### config.mk
export PLATFORM = sky130hd
export DESIGN_NAME = imem_port_arbiter
export DESIGN_NICKNAME = d
export VERILOG_FILES = /design/src/rtl/imem_port_arbiter.sv
export SDC_FILE = /design/constraint.sdc
export NUM_CORES = 1
export LEC_CHECK = 0
export ABC_AREA = 1
export CAP_MARGIN = 10
export CORE_MARGIN = 2
export CORE_UTILIZATION = 32
export CTS_CLUSTER_SIZE = 40
export DETAILED_ROUTE_END_ITERATION = 7
export PLACE_DENSITY_LB_ADDON = 0.1
export SLEW_MARGIN = 25
export SYNTH_ARGS = -nofsm -noshare
export SYNTH_HDL_FRONTEND = slang
export SYNTH_SLANG_ARGS = --single-unit
### constraint.sdc
create_clock -name clk_i -period 1.9 [get_ports clk_i]
set_input_delay 0.19 -clock clk_i [delete_from_list [all_inputs] [get_ports clk_i]]
set_output_delay 0.19 -clock clk_i [all_outputs]
set_load 0.1 [all_outputs]
### src/rtl/imem_port_arbiter.sv
// Instruction-memory port arbiter: boot-time loader sequencing, fetch/loader arbitration
// with loader anti-starvation, registered fetch data and bad-address flagging.
module imem_port_arbiter #(
  parameter int ADDR_W       = 32,
  parameter int DATA_W       = 32,
  parameter int DEPTH        = 127,
  parameter int STARVE_LIMIT = 4,
  parameter int CNT_W        = $clog2(STARVE_LIMIT + 1)
) (
  input  logic              clk_i,
  input  logic              rst_i,
  input  logic              boot_start_i,
  input  logic              boot_done_i,
  input  logic              fetch_req_i,
  input  logic [ADDR_W-1:0] fetch_addr_i,
  output logic              fetch_gnt_o,
  output logic              fetch_valid_o,
  output logic [DATA_W-1:0] fetch_data_o,
  output logic              fetch_err_o,
  input  logic              load_req_i,
  input  logic [ADDR_W-1:0] load_addr_i,
  input  logic [DATA_W-1:0] load_data_i,
  output logic              load_gnt_o,
  output logic              load_err_o,
  output logic [ADDR_W-1:0] mem_addr_o,
  output logic              mem_we_o,
  output logic [DATA_W-1:0] mem_wdata_o,
  input  logic [DATA_W-1:0] mem_rdata_i,
  output logic              booting_o,
  output logic              dbg_state,
  output logic [CNT_W-1:0]  dbg_starve_cnt
);

  localparam logic ST_BOOT = 1'b0;
  localparam logic ST_RUN  = 1'b1;

  localparam logic [ADDR_W-1:0] DEPTH_W = ADDR_W'(DEPTH);
  localparam logic [CNT_W-1:0]  LIMIT_C = CNT_W'(STARVE_LIMIT);

  logic             state;
  logic [CNT_W-1:0] starve_cnt;
  logic             fetch_bad;
  logic             load_bad;

  function automatic logic addr_bad(input logic [ADDR_W-1:0] a);
    logic [ADDR_W-1:0] idx;
    idx = a >> 2;
    return (a[1:0] != 2'b00) || (idx >= DEPTH_W);
  endfunction

  assign fetch_bad = addr_bad(fetch_addr_i);
  assign load_bad  = addr_bad(load_addr_i);

  // Handshake: a transfer happens in any cycle where req && gnt; a requester keeps
  // addr/data stable while req is high and gnt is low. Grants are combinational.
  always_comb begin
    fetch_gnt_o = 1'b0;
    load_gnt_o  = 1'b0;
    if (!rst_i) begin
      fetch_gnt_o = 1'b0;
      load_gnt_o  = 1'b0;
    end else if (state == ST_BOOT) begin
      load_gnt_o = load_req_i;
    end else if (fetch_req_i && load_req_i) begin
      if (starve_cnt == LIMIT_C) load_gnt_o  = 1'b1;
      else                       fetch_gnt_o = 1'b1;
    end else begin
      fetch_gnt_o = fetch_req_i;
      load_gnt_o  = load_req_i;
    end
  end

  always_comb begin
    mem_wdata_o = load_data_i;
    if (load_gnt_o) begin
      mem_addr_o = load_addr_i >> 2;
      mem_we_o   = !load_bad;
    end else begin
      mem_addr_o = fetch_addr_i >> 2;
      mem_we_o   = 1'b0;
    end
  end

  always_ff @(posedge clk_i or negedge rst_i) begin
    if (!rst_i) begin
      state         <= ST_BOOT;
      starve_cnt    <= '0;
      fetch_valid_o <= 1'b0;
      fetch_data_o  <= '0;
      fetch_err_o   <= 1'b0;
      load_err_o    <= 1'b0;
    end else begin
      case (state)
        ST_BOOT: if (boot_done_i)  state <= ST_RUN;
        default: if (boot_start_i) state <= ST_BOOT;
      endcase

      // Counts consecutive cycles the loader waited and lost; saturates at the limit.
      if (load_gnt_o || !load_req_i) starve_cnt <= '0;
      else if (starve_cnt != LIMIT_C) starve_cnt <= starve_cnt + 1'b1;

      fetch_valid_o <= fetch_gnt_o;
      fetch_err_o   <= fetch_gnt_o && fetch_bad;
      if (fetch_gnt_o) fetch_data_o <= fetch_bad ? '0 : mem_rdata_i;
      load_err_o    <= load_gnt_o && load_bad;
    end
  end

  assign booting_o      = (state == ST_BOOT);
  assign dbg_state      = state;
  assign dbg_starve_cnt = starve_cnt;

endmodule

==> flow_summary.yaml <==
run_status:
  status: "finished with violations"
  violations: "hold timing, setup timing"
detailed_routing:
  drtIter0Drc: 89
  viasPerCell: 4.65
  drtPass1Iterations: 4
  drt-total-wl_mm: 10.1
  drtAntennaViolNets: 0
  wl_per_cell_um: 14.7
  remaining_drc_errors: 0
  num_vias: 3213
timing:
  fin_crit_ns: 2.07
  tightestPinTransition_ns: 0.510
  max_freq_mhz: 482
  setup_viol: 34
  maxSlewViolCount: 0
  relSlewSlack: 0.660
  finalClockSkew_ns: 0.00584
  hold_slack_ns: -0.0150
  timing.final.crit_share: 1.09
  rsz0062_at_grt: "yes"
  worst_slack_ns: -0.174
  final_hold_viol_count: 23
clocking:
  cts_tree: "built"
  clock_latency_ns: 0.29
  clk_path_buf_depth: 2
  clk_pin_slew_worst_paths_ns: 0.08
  cts.sinks: 39
  htree_num_levels: 2
  postCtsHoldBufs: 0
  cts_buffers: 5
  root_buffer: "clkbuf_8"
floorplanning:
  core_area_um2: 8300
  start_util: 0.333
  rows: 33
  dieArea_um2: 9410
  die-width_um: 97
  die_h_um: 97
  io_pins: 241
setup_path:
  critPathArrivalTime_ns: 1.88
  worst_setup_path_end_kind: "primary output"
  cp-start-kind: "flip-flop"
  r2r_start: "dbg_starve_cnt[0]"
  worstPathCellList: "inv_4, ha_4, nand2_4, inv_4, o21bai_4, buf_12, buf_16, nand2_4, nand2_8, buf_12"
  worstReg2RegEnd: "fetch_data_o[21]"
  slowest_stage: "dfrtp_4"
  crit_type: "flip-flop to primary output"
  critPathRequiredTime_ns: 1.71
  r2r_slack_ns: 0
  max_stage_delay_ns: 0.43
  crit_fanout: 8
  cp_num_buf_inv: 5
  crit_family: "buffers and inverters"
  r2r_cells: 11
synth:
  synth-seq-cells: 39
  syn_area_um2: 2770
  yosys_warnings: 0
  synth_cell_types: 25
  seq_area_frac_synth: 0.353
  syn-mean-instance-area_um2: 6.42
  synthCells: 431
hold_path:
  min_path_type: "input pin to asynchronous set/reset pin"
power_and_ir_drop:
  vdd_drop_max_v: 0.000306
  p_per_area_nw_per_um2: 567
  total_power_mw: 3.19
  sw_frac_of_total: 0.419
  clkPwrFrac: 0.197
  power.internal_mw: 1.85
  power_frac_comb: 0.534
  seqPwrFrac: 0.270
  leakage_nw: 2.77
  switchingPower_mw: 1.34
global_route:
  grt_pass1_wl_mm: 16.6
  grt_pass1_vias: 3317
  overflow: 0
  groute.usage.overall: 0.214
  grt_max_degree: 64
  antenna_found_initial: 0
place:
  portBuffers: 174
  routabilityCongestion: 0.772
  dp_hpwl_mm: 7.57
layout:
  syn2layout_area_growth_pct: 103
  fillCellCount: 703
  nets: 721
  diodes: 0
  drive_gt1_frac: 0.334
flow_run:
  cap_violations: 0
## per-layer routing
metal	routed length, µm	global-route usage	up-vias
met5	0	0	-
met4	212	0.0607	0
met3	1010	0.0809	15
met2	5390	0.401	153
met1	3520	0.220	1465
li1	-	-	1580
## cells by family (layout without fill, tap and decap cells)
group	count (synthesis)	after routing	share of synthesized area
simple gates	277	277	0.407
other cells	1	2	0.00135
compound gates	12	12	0.0280
xor+xnor	1	1	0.00317
buf+inv	99	253	0.199
fa+ha+maj	2	2	0.00904
flops	39	39	0.353
## through the flow
stage	instances	setup WS [ns]	utilization	instance area, µm²	setup TNS (ns)
after floorplan	432	-0.240	-	3210	-4.25
after global placement	666	0.0742	0.608	5050	0
after detailed placement	666	0.0209	0.608	5050	0
after CTS	686	-0.176	0.668	5550	-4.89
after global routing	691	-0.244	0.678	5630	-9.40
final	691	-0.174	0.678	5630	-4.46
## cells in the mapped netlist (all sizes together)
master  number  area, µm²
nand2      165        622
nand3b       1       7.51
and2         2       12.5
a21oi        3       15.0
conb         1       3.75
nor2        64        253
buf         53        378
or2          1       6.26
xnor2        1       8.76
inv         46        173
nor3         3       15.0
dfrtp       39        976
nand3       37        185
nand4        4       25.0
o21bai       1       18.8
ha           2       25.0
o21ai        8       43.8
## power groups by stage
stage,clock [mW],sequential [mW],combinational [mW]
finish,0.627,0.860,1.70
detailed placement,0,0.879,1.55
global placement,0,0.878,1.54
floorplan,0,0.983,1.15
CTS,0.647,0.859,1.69
global route,0.695,0.862,1.77
## repair_timing
item	in CTS	in global routing
pin swaps	4	4
endpoints found under the hold margin	0	0
buffers inserted	8	5
resized for setup	64	9
endpoints found under the setup margin	32	33
cloned	4	0
## final cells by class
cell class	count	area, µm²	area share
timing repair buffer	199	2340	0.415
clock inverter	1	7.51	0.00133
sequential	39	986	0.175
multi-input combinational	294	1890	0.335
tap	105	131	0.0233
clock buffer	7	96.3	0.0171
inverter	46	184	0.0327
## sequential cells by signal, summed over array words and instances (netlist names)
name	flops
load_err_o	1
fetch_err_o	1
fetch_valid_o	1
dbg_starve_cnt	3
fetch_data_o	32
dbg_state	1
## worst max path at each step
stage / slack, ns / to / start / cells after the start
floorplan: -0.24 / mem_addr_o[26] / dbg_starve_cnt[1] / 8
global placement: 0.07 / mem_addr_o[4] / dbg_starve_cnt[0] / 9
detailed placement: 0.02 / mem_addr_o[0] / dbg_starve_cnt[0] / 9
CTS: -0.18 / mem_addr_o[0] / dbg_starve_cnt[0] / 10
global route: -0.24 / mem_addr_o[10] / dbg_starve_cnt[0] / 10
finish: -0.17 / mem_addr_o[13] / dbg_starve_cnt[0] / 10
## placed cells by master, fill, tap and decap left out, types with 23 or more instances in the layout
| master | instances |
|---|---|
| clkdlybuf4s50_1 | 100 |
| nand2_1 | 97 |
| nor2_1 | 60 |
| buf_4 | 52 |
| inv_1 | 41 |
| nand3_1 | 37 |
| buf_12 | 37 |
| dfrtp_1 | 35 |
| nand2_2 | 25 |
| nand2_4 | 23 |
Power figures use the tool's default switching activity.
